===== src/rtl/yc_column_io_pkg.sv =====
// yc_column_io_pkg: dual-rail codes, FSM states and timing constants for the column bridge
package yc_column_io_pkg;
  localparam logic [1:0] V_EMPTY = 2'b00;
  localparam logic [1:0] V_0     = 2'b01;
  localparam logic [1:0] V_1     = 2'b10;
  localparam logic [1:0] V_ILL   = 2'b11;
  localparam int RST_CYCLES = 4;
  typedef enum logic [2:0] {
    S_RST,
    S_IDLE,
    S_WFULL,
    S_RESULT,
    S_WEMPTY,
    S_ERR
  } state_t;
endpackage


===== src/rtl/yc_dr_sync.sv =====
// yc_dr_sync: SYNC-deep single-bit synchronizer with asynchronous active-low clear
module yc_dr_sync #(
  parameter int SYNC = 2
) (
  input  logic clk,
  input  logic reset_n,
  input  logic i_d,
  output logic o_q
);
  logic [SYNC-1:0] r_sh;
  // shift the asynchronous bit through the flop chain
  always_ff @(posedge clk or negedge reset_n)
    if (!reset_n) r_sh <= '0;
    else r_sh <= {r_sh[SYNC-2:0], i_d};
  assign o_q = r_sh[SYNC-1];
endmodule


===== src/rtl/yc_column_io.sv =====
// yc_column_io: clocked-to-four-phase dual-rail bridge driving the tops of a row of cell columns
module yc_column_io
  import yc_column_io_pkg::*;
#(
  parameter int W       = 8,
  parameter int SYNC    = 2,
  parameter int TIMEOUT = 1024
) (
  input  logic           clk,
  input  logic           reset_n,
  input  logic           in_valid,
  output logic           in_ready,
  input  logic [W-1:0]   in_data,
  output logic           out_valid,
  input  logic           out_ready,
  output logic [W-1:0]   out_data,
  output logic           err,
  output logic           array_reset,
  output logic [W-1:0]   uempty,
  output logic [2*W-1:0] uin,
  input  logic [2*W-1:0] uout
);
  localparam int CW = $clog2(TIMEOUT);
  state_t         r_state, w_state_nxt;
  logic [CW-1:0]  r_cnt, w_cnt_nxt;
  logic [W-1:0]   r_data, w_data_nxt, r_out, w_out_nxt, w_dec;
  logic [2*W-1:0] r_uin, w_uin_nxt, w_sync, r_prev, w_enc;
  logic           r_err;
  logic           w_all_full, w_all_empty, w_any_ill, w_stable;

  for (genvar g = 0; g < 2*W; g++) begin : g_sync
    yc_dr_sync #(.SYNC(SYNC)) u_sync (
      .clk    (clk),
      .reset_n(reset_n),
      .i_d    (uout[g]),
      .o_q    (w_sync[g])
    );
  end

  // classify synced column pairs and build the encoded/decoded words
  always_comb begin
    w_all_full  = 1'b1;
    w_all_empty = 1'b1;
    w_any_ill   = 1'b0;
    w_dec       = '0;
    w_enc       = '0;
    for (int i = 0; i < W; i++) begin
      w_all_full  = w_all_full & (w_sync[2*i+:2] == V_0 || w_sync[2*i+:2] == V_1);
      w_all_empty = w_all_empty & (w_sync[2*i+:2] == V_EMPTY);
      w_any_ill   = w_any_ill | (w_sync[2*i+:2] == V_ILL);
      w_dec[i]    = w_sync[2*i+:2] == V_1;
      w_enc[2*i+:2] = r_data[i] ? V_1 : V_0;
    end
    w_stable = w_sync == r_prev;
  end

  // next-state, wait counter and registered-output next values
  always_comb begin
    w_state_nxt = r_state;
    w_cnt_nxt   = r_cnt;
    w_data_nxt  = r_data;
    w_out_nxt   = r_out;
    w_uin_nxt   = r_uin;
    case (r_state)
      S_RST: begin
        w_state_nxt = (r_cnt == CW'(RST_CYCLES-1)) ? S_WEMPTY : S_RST;
        w_cnt_nxt   = (r_cnt == CW'(RST_CYCLES-1)) ? '0 : r_cnt + 1'b1;
      end
      S_IDLE: begin
        if (in_valid) begin
          w_data_nxt  = in_data;
          w_state_nxt = S_WFULL;
          w_cnt_nxt   = '0;
        end
      end
      S_WFULL: begin
        w_uin_nxt = w_enc;
        if (w_all_full && w_stable) begin
          w_out_nxt   = w_dec;
          w_state_nxt = S_RESULT;
        end else if (r_cnt == CW'(TIMEOUT-1)) w_state_nxt = S_ERR;
        else w_cnt_nxt = r_cnt + 1'b1;
      end
      S_RESULT: begin
        if (out_ready) begin
          w_uin_nxt   = '0;
          w_state_nxt = S_WEMPTY;
          w_cnt_nxt   = '0;
        end
      end
      S_WEMPTY: begin
        w_uin_nxt = '0;
        if (w_all_empty && w_stable) w_state_nxt = S_IDLE;
        else if (r_cnt == CW'(TIMEOUT-1)) w_state_nxt = S_ERR;
        else w_cnt_nxt = r_cnt + 1'b1;
      end
      S_ERR:   w_uin_nxt = '0;
      default: w_state_nxt = S_ERR;
    endcase
    if (r_state != S_RST && w_any_ill) w_state_nxt = S_ERR;
    if (w_state_nxt == S_ERR) w_uin_nxt = '0;
  end

  // state, counter, datapath and sticky error registers
  always_ff @(posedge clk or negedge reset_n)
    if (!reset_n) begin
      r_state <= S_RST;
      r_cnt   <= '0;
      r_data  <= '0;
      r_out   <= '0;
      r_uin   <= '0;
      r_prev  <= '0;
      r_err   <= 1'b0;
    end else begin
      r_state <= w_state_nxt;
      r_cnt   <= w_cnt_nxt;
      r_data  <= w_data_nxt;
      r_out   <= w_out_nxt;
      r_uin   <= w_uin_nxt;
      r_prev  <= w_sync;
      r_err   <= r_err | (w_state_nxt == S_ERR);
    end

  assign in_ready    = r_state == S_IDLE;
  assign out_valid   = r_state == S_RESULT;
  assign out_data    = r_out;
  assign err         = r_err;
  assign array_reset = r_state == S_RST || r_state == S_ERR;
  assign uempty      = '0;
  assign uin         = r_uin;
endmodule


===== config.mk =====
export PLATFORM = sky130hd
export DESIGN_NAME = yc_column_io
export DESIGN_NICKNAME = d
export VERILOG_FILES = /design/src/rtl/yc_column_io_pkg.sv /design/src/rtl/yc_dr_sync.sv /design/src/rtl/yc_column_io.sv
export SDC_FILE = /design/constraint.sdc
export NUM_CORES = 1
export LEC_CHECK = 0
export BUFFER_PORTS_ARGS = -buffer_cell sky130_fd_sc_hd__buf_2
export CORE_ASPECT_RATIO = 0.5
export CORE_MARGIN = 3
export CORE_UTILIZATION = 51
export DETAILED_ROUTE_END_ITERATION = 12
export GPL_ROUTABILITY_DRIVEN = 0
export GPL_TIMING_DRIVEN = 1
export PLACE_DENSITY = 0.83
export SLEW_MARGIN = 20
export SYNTH_ARGS = -nofsm -noshare
export SYNTH_HDL_FRONTEND = slang
export SYNTH_HIERARCHICAL = 1
export SYNTH_SLANG_ARGS = --single-unit

===== constraint.sdc =====
create_clock -name clk -period 2.05 [get_ports clk]
set_input_delay 0.1025 -clock clk [delete_from_list [all_inputs] [get_ports clk]]
set_output_delay 0.1025 -clock clk [all_outputs]
set_load 0.01 [all_outputs]

Yosys cells after proc, flatten, opt, wreduce, memory -nomap -nowiden
Index checks and enable logic that the tools add are counted.
- add/subtract/negate cells: 1
- eq/ne operators: 38
- multiplexer cells: 26
- bitwise operators: 22
- reductions and logical operators: 29
- operator list (operator ; count):
    $mux 10 ; 6
    $pmux 10 s5 ; 1
    $pmux 16 s3 ; 1
    $eq 2x2->1 const B ; 16
    $mux 16 ; 2
    $mux 3 ; 7
    $pmux 3 s6 ; 1
    $eq 16x16->1 ; 1
    $eq 2x1->1 const B ; 8
    $logic_not 2->1 ; 8
    $mux 2 ; 8
    $and 1x1->1 ; 14
    $add 10x1->10 const B ; 1
    $eq 10x10->1 const B ; 1
    $eq 10x2->1 const B ; 1
    $eq 3x3->1 const B ; 3
    $logic_or 1x1->1 ; 9
    $or 1x1->1 ; 8
    $eq 3x2->1 const B ; 2
    $ne 2x2->1 const B ; 3
    $reduce_and 2->1 ; 3
    $reduce_and 5->1 ; 1
    $reduce_bool 5->1 ; 1
    $reduce_bool 4->1 ; 1
    7 further kinds ; 9
- bits in registers: 94
- input port bits: 28
- output and inout port bits: 36
- word-level logic and storage cells: 139

Logic depth before layout (Yosys ltp)
Gate-level depths: netlist of run 1.
- word-level depth: 16
- depth in mapped cells: 9
- gate-level depth less buffers: 8

Cells and area by module
Netlist of run 1, hierarchy kept.
- by module, submodules not included (module ; instances ; cells each ; area an instance (um^2) ; seq. area each (um^2)):
    yc_column_io ; 1 ; 303 ; 3268.1 ; 1551.5
    yc_dr_sync ; 16 ; 2 ; 50.0 ; 50.0

Worst setup path before layout of run 1
OpenSTA, ideal clock, no wires.
- kind: reg-to-reg
- from: register g_sync[5].u_sync.r_sh[1]
- to: register r_out[0], in the netlist out_data[0]
- library setup time: 125 ps
- arrival time: 1938 ps
- required time: 1925 ps
- setup slack: -13 ps
- stages on the path, launching flop included: 7
- path buffers: 1
- period minus slack after synthesis: 2063 ps
- path through: dfrtp_1 > xor2_1 > nor4_2 > nand4_2 > or4_1 > buf_6 > mux2_4
- longest elaborated chain between the ends: 10
- elaborated cells on any way between the ends: 12
- classes of those cells: eq/ne: 3; bitwise: 6; reduce/logical: 3
- RTL lines (what ; RTL line ; source):
    start, declared ; yc_dr_sync.sv:10 ; logic [SYNC-1:0] r_sh;
    start signal, assigned ; yc_dr_sync.sv:14 ; else r_sh <= {r_sh[SYNC-2:0], i_d};
    $eq 2x1->1 / $eq 2x2->1 (equally long branches) ; yc_column_io.sv:48 ; w_all_full = w_all_full & (w_sync[2*i+:2] == V_0 || w_sync[2*i+:2] == V_1);
    $logic_or 1x1->1 ; yc_column_io.sv:48 ;
    $and 1x1->1 (6 in series) ; yc_column_io.sv:48 ;
    $logic_and 1x1->1 (*) ; yc_column_io.sv:78 ; if (w_all_full && w_stable) begin
    $reduce_and 2->1 (no source line) (*) ; n/a ;
    end signal, assigned ; yc_column_io.sv:118 ; r_out <= w_out_nxt;
    end, declared ; yc_column_io.sv:26 ; logic [W-1:0] r_data, w_data_nxt, r_out, w_out_nxt, w_dec;
Mark *: on every way between the ends. The rest lies on a longest branch, timed or not.
A chain may end at the register's enable or synchronous reset.

Final worst setup path of run 1
- from: register g_sync[10].u_sync.r_sh[1]
- to: register r_uin[6], in the netlist uin[6]
- longest elaborated chain between the ends: 12
- elaborated cells on any way between the ends: 27
- classes of those cells: eq/ne: 6; mux: 5; bitwise: 9; reduce/logical: 7
- RTL lines (what ; RTL line ; source):
    start, declared ; yc_dr_sync.sv:10 ;
    start signal, assigned ; yc_dr_sync.sv:14 ;
    $eq 2x1->1 / $eq 2x2->1 (equally long branches) ; yc_column_io.sv:48 ;
    $logic_or 1x1->1 ; yc_column_io.sv:48 ;
    $and 1x1->1 (3 in series) ; yc_column_io.sv:48 ;
    $logic_and 1x1->1 ; yc_column_io.sv:78 ;
    $mux 3 ; yc_column_io.sv:78 ;
    $pmux 3 s6 ; yc_column_io.sv:64 ; case (r_state)
    $mux 3 (*) ; yc_column_io.sv:100 ; if (r_state != S_RST && w_any_ill) w_state_nxt = S_ERR;
    $eq 3x3->1 (*) ; yc_column_io.sv:101 ; if (w_state_nxt == S_ERR) w_uin_nxt = '0;
    $ne 3x1->1 (no source line) / $reduce_bool 4->1 (equally long branches) ; n/a ;
    $reduce_and 2->1 (no source line) ; n/a ;
    end signal, assigned ; yc_column_io.sv:119 ; r_uin <= w_uin_nxt;
    end, declared ; yc_column_io.sv:27 ; logic [2*W-1:0] r_uin, w_uin_nxt, w_sync, r_prev, w_enc;
Marks and branches as above.

==> results of run 1 <==
[per-stage QoR]
stage          utilization  cells  instance area (um^2)  setup TNS (ns)  hold WS [ns]
2_1_floorplan            -    342                  4100               0        -0.193
3_3_place_gp         0.623    524                  4700           -3.35        0.0805
3_5_place_dp         0.623    524                  4700           -6.10        0.0851
4_1_cts              0.708    568                  5340           -2.72       0.00345
5_1_grt              0.778    589                  5870          -10.01        0.0172
6_report             0.778    589                  5870           -8.72        0.0176
[how the worst max path moves through the flow]
stage	startpoint	endpoint	slack, ns	cells past startpoint
2_1_floorplan	g_sync[11].u_sync/r_sh[1]	out_data[0]	0.004	6
3_3_place_gp	g_sync[13].u_sync/r_sh[1]	uin[13]	-0.17	9
3_5_place_dp	g_sync[9].u_sync/r_sh[1]	uin[7]	-0.32	9
4_1_cts	g_sync[12].u_sync/r_sh[1]	out_data[0]	-0.12	6
5_1_grt	g_sync[10].u_sync/r_sh[1]	uin[6]	-0.37	10
6_report	g_sync[10].u_sync/r_sh[1]	uin[6]	-0.34	10
[cells by family (layout without fill, tap and decap cells)]
logic type	Yosys count	count (layout)	synth area share
DFF	94	94	0.578
and+or+nand+nor	90	90	0.113
AOI/OAI and AO/OA	51	51	0.0892
buffers and inverters	39	177	0.0480
adders and majority gates	25	25	0.0769
muxes	18	18	0.0569
xor gates and xnor gates	17	17	0.0366
other	1	9	0.000922
[routing by layer]
metal	track usage	up-vias
met5	0	-
met4	0.0806	0
met3	0.0532	51
met2	0.357	184
met1	0.284	1663
li1	-	1407
[layout make-up]
cell class	instances	area, um^2
multi-input cells	209	1910
clock inverters	4	55.1
clock buffers	12	246
well taps	108	135
fillers	354	1680
inverters	20	77.6
repair buffers	141	1080
flip-flops and latches	94	2360
diodes	1	2.50
[worst reg2reg max path: cells and delay by family (launching register included)]
family,cells,cell delay (ns)
buf+inv,3,0.43
compound gates,4,1.04
flops,1,0.42
fa+ha+maj,1,0.14
simple gates,2,0.30
[registers in the layout, indices dropped and copies added, names as in the netlist]
signal / count
r_prev: 16
uin: 16
out_data: 8
r_cnt: 10
g_sync.u_sync/r_sh: 32
r_state: 3
r_data: 8
err: 1
[cell usage after synthesis (all sizes together), types with 3 or more instances]
cell type	instances
nor3	4
ha	25
o31ai	4
nor2	37
nand4	6
nand3	5
inv	20
a21o	3
nand2	13
dfrtp	94
nand2b	6
mux2	17
clkbuf	3
and3	4
buf	16
o21ai	14
a21oi	10
xor2	17
a22oi	8
nor4	8
[power groups by stage]
| stage | clock, mW | combinational, mW | sequential (mW) |
|---|---|---|---|
| floorplan | 0 | 0.0832 | 1.96 |
| detailed placement | 0 | 0.187 | 1.97 |
| global placement | 0 | 0.181 | 1.97 |
| finish | 1.69 | 0.295 | 1.95 |
| global route | 1.79 | 0.319 | 1.95 |
| CTS | 1.68 | 0.241 | 1.94 |
[timing repair]
item                       CTS  global route
gates cloned                 0             1
buffers inserted             4            19
resized for setup           14            91
pin swaps                    6            29
hold endpoints to repair    57             0
hold buffers                24             0
setup endpoints to repair   37            38
==> flow_summary.json, run 1 <==
{
  "top_layer_used": "met4",
  "tritoncts": "built",
  "drc_errors": 0,
  "postSynthCellCount": 335,
  "core_area_um2": 7540,
  "reg2reg_to": "uin[6]",
  "wl_met3_um": 775,
  "drv_slew": 0,
  "cp-start-kind": "flop",
  "synth_area_um2": 4070,
  "synth_top_area_cell": "dfrtp_1",
  "critPathSlowestCell": "dfrtp_1",
  "critPathKind": "flop to flop",
  "cts_made_buffers": 9,
  "synth.distinct_cells": 45,
  "rows": 22,
  "dp_slack_ns": -0.325,
  "final_common_cell": "dfrtp_1",
  "antenna_found_initial": 1,
  "firstDrtPassIters": 5,
  "grt_pass1_wl_mm": 15.8,
  "outcome": "finished with violations",
  "clock_latency_ns": 0.34,
  "critical_path.top_delay_family": "compound AO/OA/AOI/OAI gates",
  "vias_per_cell": 5.61,
  "grt_util_all_layers": 0.218,
  "min_to": "r_data[1]",
  "dieHeight_um": 69.2,
  "path_cells": "buf_4 > inv_2 > ha_1 > nand4_1 > o31ai_2 > o21ai_0 > a211oi_2 > a2bb2oi_4 > clkbuf_16 > nor2_2",
  "cp.required_ns": 2.33,
  "min_period_ns": 2.39,
  "ir_drop_mv": 0.542,
  "netlist_top_cells_area": "dfrtp_1, ha_1, xor2_1",
  "hold_depth": 2,
  "violations": "negative setup slack",
  "wl_per_cell_um": 20.0,
  "grt_overflow_total": 0,
  "die_x_um": 132,
  "drt_iter0_markers": 341,
  "finalHoldViolCount": 0,
  "p_leak_nw": 2.79,
  "min_path_type": "input port to flop",
  "sequentialPowerShare": 0.496,
  "reg2reg_depth": 10,
  "ys_warn_count": 6,
  "dpl.hpwl_mm": 5.73,
  "totalWireLength_mm": 11.8,
  "critPathArrivalTime_ns": 2.66,
  "met1_length_mm": 4.89,
  "path_clk_slew_ns": 0.07,
  "rsz0062_at_grt": "yes",
  "combPwrFrac": 0.075,
  "syn_to_final_growth_pct": 44.2,
  "intPower_mw": 3.03,
  "min_from": "in_data[1]",
  "postSynthAreaPerCell_um2": 12.1,
  "synth_edf_count": 0,
  "clk_path_buf_depth": 2,
  "setup_violations": 38,
  "post-route-period-util": 1.16,
  "final_cell_mix": "dfrtp_1, buf_2, buf_4",
  "finClkSkew_ns": 0.00934,
  "reg2reg_slack_ns": -0.34,
  "cp.buffers_inverters": 3,
  "ioPinCount": 64,
  "synth_top_area_share": 0.578,
  "fin_total_pwr_mw": 3.93,
  "ys_ff_latch": 94,
  "root_buffer": "clkbuf_16",
  "die_area_um2": 9150,
  "initial_utilization": 0.539,
  "wl_met2_mm": 5.58,
  "worstReg2RegStart": "g_sync[10].u_sync/r_sh[1]",
  "powerDensity_nw_per_um2": 670,
  "yosysSeqAreaShare": 0.578,
  "final_net_count": 528,
  "p_clk_frac": 0.429,
  "drive_above_1_share": 0.463,
  "grt_pass1_vias": 3084,
  "max_cap_violations": 0,
  "endpoint_kind": "flop",
  "power.share.switching": 0.228,
  "synth_flop_cell": "dfrtp_1",
  "cpPeakStageDelay_ns": 0.42,
  "cts_sinks": 94,
  "port_buffers": 55,
  "num_vias": 3305,
  "grt_start_max_net_pins": 42,
  "async_flop_share": 1.00,
  "max_freq_mhz": 419,
  "crit_fanout": 7,
  "ant_nets": 0,
  "fin_ws_ns": -0.336,
  "htreeDepth": 3,
  "power_switching_mw": 0.896
}
(Power assumes the default switching activity.)
==> run 2: changes to the inputs <==
--- a/config.mk
+++ b/config.mk
@@ -7,7 +7,6 @@
 export LEC_CHECK = 0
 export BUFFER_PORTS_ARGS = -buffer_cell sky130_fd_sc_hd__buf_2
 export CORE_ASPECT_RATIO = 0.5
-export CORE_MARGIN = 3
 export CORE_UTILIZATION = 51
 export DETAILED_ROUTE_END_ITERATION = 12
 export GPL_ROUTABILITY_DRIVEN = 0
==> run 2 against run 1 <==
Effect of this change: the run still ends with negative setup slack left; non-clock buffer count shrank 24; worst setup slack better by 0.069 ns; maximum frequency is 3.0% higher; via count decreased by 8.7%; routed wire length is 17% lower; critical path depth is 2 lower; core utilization decreased by 5.4 points; sequential power about the same; critical path type unchanged; critical endpoint is now uin[7]; largest cell class unchanged.
==> flow_summary.json, run 2 (synthesized netlist as in run 1, its figures left out) <==
{
  "cts_sinks": 94,
  "clk_path_buf_depth": 2,
  "largest_reg_flops": 32,
  "antenna_cells": 0,
  "grt_pass1_vias": 2831,
  "max_freq_mhz": 431,
  "final_net_count": 504,
  "fillCellCount": 429,
  "drive_above_1_share": 0.378,
  "cp.required_ns": 2.28,
  "ioPinCount": 64,
  "cp-start-kind": "flop",
  "grt_overflow_total": 0,
  "vias_per_cell": 5.36,
  "fin_ws_ns": -0.268,
  "powerDensity_nw_per_um2": 698,
  "min_path_type": "input port to asynchronous set/reset pin",
  "power_switching_mw": 0.881,
  "outcome": "finished with violations",
  "root_buffer": "clkbuf_16",
  "grt_start_max_net_pins": 48,
  "multi_input_area_um2": 1710,
  "grt_pass1_wl_mm": 14.2,
  "dieHeight_um": 65.2,
  "path_clk_slew_ns": 0.07,
  "top_register": "g_sync.u_sync/r_sh",
  "drt_iter0_markers": 258,
  "reg2reg_to": "uin[7]",
  "initial_utilization": 0.541,
  "endpoint_kind": "flop",
  "ir_drop_mv": 0.640,
  "p_clk_frac": 0.420,
  "core_area_um2": 7510,
  "intPower_mw": 2.92,
  "sequentialPowerShare": 0.513,
  "totalWireLength_mm": 9.81,
  "cpPeakStageDelay_ns": 0.47,
  "rsz0062_at_grt": "yes",
  "clock_latency_ns": 0.35,
  "grt_util_all_layers": 0.229,
  "path_cells": "xor2_1 > nor4_2 > nand4_2 > buf_6 > o21ai_4 > a2bb2oi_4 > clkbuf_16 > nor2_1",
  "combPwrFrac": 0.067,
  "drv_slew": 0,
  "dpl.hpwl_mm": 5.32,
  "setup.worst_path.end": "uin[7]",
  "worst-path-stages": 8,
  "max_cap_violations": 0,
  "num_vias": 3017,
  "min_period_ns": 2.32,
  "firstDrtPassIters": 5,
  "antenna_found_initial": 0,
  "post-route-period-util": 1.13,
  "tritoncts": "built",
  "violations": "negative setup slack",
  "worstReg2RegStart": "g_sync[3].u_sync/r_sh[1]",
  "htreeDepth": 3,
  "setup_violations": 36,
  "rows": 22,
  "port_buffers": 55,
  "utilization": 0.724,
  "die_area_um2": 8360,
  "reg2reg_depth": 8,
  "cp.buffers_inverters": 2,
  "drc_errors": 0,
  "crit_fanout": 7,
  "ant_nets": 0,
  "syn_to_final_growth_pct": 33.7,
  "fin_total_pwr_mw": 3.80,
  "critPathArrivalTime_ns": 2.55,
  "final_cell_mix": "dfrtp_1, buf_2, nor2_1",
  "critical_path.top_delay_family": "simple AND/OR/NAND/NOR gates",
  "finClkSkew_ns": 0.00592,
  "critPathSlowestCell": "dfrtp_2",
  "wl_per_cell_um": 17.4,
  "p_leak_nw": 2.63,
  "final_common_cell": "dfrtp_1",
  "regArea_um2": 2360,
  "worstSetupStartpoint": "g_sync[3].u_sync/r_sh[1]",
  "reg2reg_slack_ns": -0.27,
  "power.share.switching": 0.232,
  "critPathKind": "flop to flop",
  "cts_made_buffers": 9,
  "die_x_um": 128,
  "finalHoldViolCount": 0
}
## run 2: changes by cell type in the layout (fill, tap and decap cells not counted), sizes merged
cell | previous run | this run
clkinv | 1 | 3
clkbuf | 14 | 12
dlygate4sd3 | 24 | 25
diode | 1 | 0
bufinv | 1 | 0
clkinvlp | 1 | 0
buf | 115 | 91
## run 2: final cells by class
type                            count  area share
Tap cell                          108      0.0248
Clock inverter                      4     0.00575
Inverter                           20      0.0143
Timing Repair Buffer              117       0.161
Sequential cell                    94       0.434
Multi-Input combinational cell    209       0.314
Clock buffer                       11      0.0464
## run 2: what timing repair did
action	in CTS	in global routing
endpoints found under the setup margin	36	37
hold buffers	24	1
resized for setup	19	35
buffers inserted	2	1
gates cloned	1	1
hold endpoints to repair	86	1
pin swaps	6	2
## run 2: power groups by stage
stage / Combinational [mW] / Sequential [mW] / Clock [mW]
global placement: 0.178 / 1.97 / 0
finish: 0.256 / 1.95 / 1.59
global route: 0.280 / 1.95 / 1.70
CTS: 0.231 / 1.94 / 1.60
floorplan: 0.0832 / 1.96 / 0
detailed placement: 0.182 / 1.97 / 0
## run 2: per-layer routing
layer  track usage  share of wire  routed length [um]  up-vias
met2         0.363           0.49                4840      146
met1         0.310           0.43                4200     1493
met4        0.0735          0.017                 167        0
met3        0.0611          0.063                 614       19
li1              -              -                   -     1359
met5             0              0                   0        -
## run 2: stage by stage
stage	setup TNS [ns]	instance area, um^2	instances	hold slack, ns	setup slack (ns)
CTS	-1.28	5280	560	0.00218	-0.102
detailed placement	-5.52	4650	518	-0.0179	-0.197
finish	-5.93	5440	563	0.168	-0.268
global placement	-4.62	4650	518	-0.0159	-0.170
floorplan	0	4100	342	-0.193	0.00417
global route	-7.49	5440	563	0.188	-0.295
## run 2: worst reg2reg max path: stages (launching register included)
cell       delay, ns
dfrtp_2         0.47
xor2_1          0.19
nor4_2          0.35
nand4_2         0.20
buf_6           0.18
o21ai_4         0.24
a2bb2oi_4       0.29
clkbuf_16       0.22
nor2_1          0.05
## run 2: worst min-delay path by stage
stage,start,to,slack [ns],cells past startpoint
floorplan,reset_n,err,-0.19,0
global placement,reset_n,r_prev[12],-0.02,1
detailed placement,reset_n,g_sync[14].u_sync/r_sh[0],-0.02,1
CTS,in_data[7],r_data[7],0.002,2
global route,reset_n,g_sync[14].u_sync/r_sh[0],0.19,2
finish,reset_n,g_sync[2].u_sync/r_sh[0],0.17,2
==> run 3: changes to the inputs <==
--- a/config.mk
+++ b/config.mk
@@ -12,6 +12,7 @@
 export GPL_ROUTABILITY_DRIVEN = 0
 export GPL_TIMING_DRIVEN = 1
 export PLACE_DENSITY = 0.83
+export RECOVER_POWER = 25
 export SLEW_MARGIN = 20
 export SYNTH_ARGS = -nofsm -noshare
 export SYNTH_HDL_FRONTEND = slang
==> run 3 against run 2 <==
Effect of this change: the run still ends with negative setup slack left; maximum frequency up 0.24%; worst hold slack better by 0.13 ns; non-clock buffer count unchanged; core utilization about the same.
==> flow_summary.json, run 3 (synthesized netlist as in run 1, its figures left out) <==
{
  "min_period_ns": 2.31,
  "critPathArrivalTime_ns": 2.54,
  "grt_overflow_total": 0,
  "dpl.hpwl_mm": 5.32,
  "tightest_slew_ns": 0.986,
  "drive_above_1_share": 0.376,
  "num_vias": 2984,
  "drc_errors": 0,
  "top_register": "g_sync.u_sync/r_sh",
  "violations": "negative setup slack",
  "root_buffer": "clkbuf_16",
  "antenna_cells": 0,
  "grt_start_max_net_pins": 48,
  "fin_ws_ns": -0.262,
  "path_cells": "xor2_1 > nor4_2 > nand4_2 > buf_6 > o21ai_4 > a2bb2oi_4 > clkbuf_16 > nor2_1",
  "min_path_type": "input port to flop",
  "cpPeakStageDelay_ns": 0.47,
  "reg2reg_to": "uin[7]",
  "cts_made_buffers": 9,
  "reg2reg_depth": 8,
  "path_clk_slew_ns": 0.06,
  "max_cap_violations": 0,
  "largest_reg_flops": 32,
  "port_buffers": 55,
  "drt_iter0_markers": 269,
  "fin_cells": 563,
  "drv_slew": 0,
  "worstReg2RegStart": "g_sync[3].u_sync/r_sh[1]",
  "place_inst": 518,
  "clock_latency_ns": 0.35,
  "p_leak_nw": 2.62,
  "grt_pass1_wl_mm": 14.2,
  "ioPinCount": 64,
  "hold_depth": 4,
  "clk_path_buf_depth": 2,
  "utilization": 0.724,
  "firstDrtPassIters": 5,
  "critPathKind": "flop to flop",
  "endpoint_kind": "flop",
  "dieHeight_um": 65.2,
  "post-route-period-util": 1.13,
  "totalWireLength_mm": 9.80,
  "worstSetupStartpoint": "g_sync[3].u_sync/r_sh[1]",
  "final_net_count": 504,
  "max-slew-margin-rel": 0.343,
  "final_cell_mix": "dfrtp_1, buf_2, nor2_1",
  "outcome": "finished with violations",
  "max_freq_mhz": 433,
  "finClkSkew_ns": 0.00601,
  "core_area_um2": 7510,
  "die_x_um": 128,
  "syn_to_final_growth_pct": 33.6,
  "crit_fanout": 7,
  "grt_util_all_layers": 0.229,
  "cp-start-kind": "flop",
  "antenna_found_initial": 0,
  "holdWs_ns": 0.300,
  "grt_pass1_vias": 2831,
  "ant_nets": 0,
  "htreeDepth": 3,
  "initial_utilization": 0.541,
  "rsz0062_at_grt": "yes",
  "dp_slack_ns": -0.197,
  "setup.worst_path.end": "uin[7]",
  "ir_drop_mv": 0.641,
  "rows": 22,
  "cp.required_ns": 2.28,
  "reg2reg_slack_ns": -0.26,
  "placed_area_um2": 4650,
  "vias_per_cell": 5.30,
  "final_common_cell": "dfrtp_1",
  "die_area_um2": 8360,
  "powerDensity_nw_per_um2": 698,
  "cts_sinks": 94,
  "setup_violations": 36,
  "tritoncts": "built",
  "finalHoldViolCount": 0,
  "wl_per_cell_um": 17.4,
  "design_area_um2": 5440,
  "critPathSlowestCell": "dfrtp_2"
}
run 3: cell type report:
cell class                      instances  area (um^2)
Sequential cell                        94         2360
Fill cell                             431         2080
Multi-Input combinational cell        209         1710
Timing Repair Buffer                  117          871
Clock buffer                           11          253
Tap cell                              108          135
Inverter                               20         77.6
Clock inverter                          4         31.3
run 3: worst min-delay path by stage:
stage                                           end  slack [ns]       start
final                                    r_state[1]        0.30    in_valid
after detailed placement  g_sync[14].u_sync/r_sh[0]       -0.02     reset_n
after global placement                   r_prev[12]       -0.02     reset_n
after global routing                     r_state[1]        0.31    in_valid
after floorplan                                 err       -0.19     reset_n
after CTS                                 r_data[7]       0.002  in_data[7]
run 3: what timing repair did:
action,4_1_cts,5_1_grt
setup endpoints to repair,36,37
pin swaps,6,2
buffers inserted,2,1
cloned,1,1
hold buffers,24,1
gates resized for setup,19,35
endpoints found under the hold margin,86,1
run 3: through the flow:
step	power, mW	setup TNS, ns
6_report	3.80	-5.85
5_1_grt	3.93	-7.49
4_1_cts	3.77	-1.28
3_5_place_dp	2.15	-5.52
3_3_place_gp	2.15	-4.62
2_1_floorplan	2.05	0
run 3: power breakdown:
group	internal [mW]	switching (mW)	leakage, nW
Clock	0.888	0.706	0.142
Combinational	0.123	0.132	1.31
Sequential	1.90	0.0430	1.17
run 3: worst max-delay path: cells and delay by family, from the launching register on:
family          cells  cell delay (ns)
simple gates        3             0.60
compound gates      2             0.54
flops               1             0.47
buf+inv             2             0.39
xor+xnor            1             0.19
run 3: per-layer routing:
metal / vias up / GRT usage / share of wire
li1: 1359 / - / -
met2: 132 / 0.363 / 0.49
met5: - / 0 / 0
met1: 1475 / 0.310 / 0.43
met3: 18 / 0.0611 / 0.058
met4: 0 / 0.0735 / 0.021
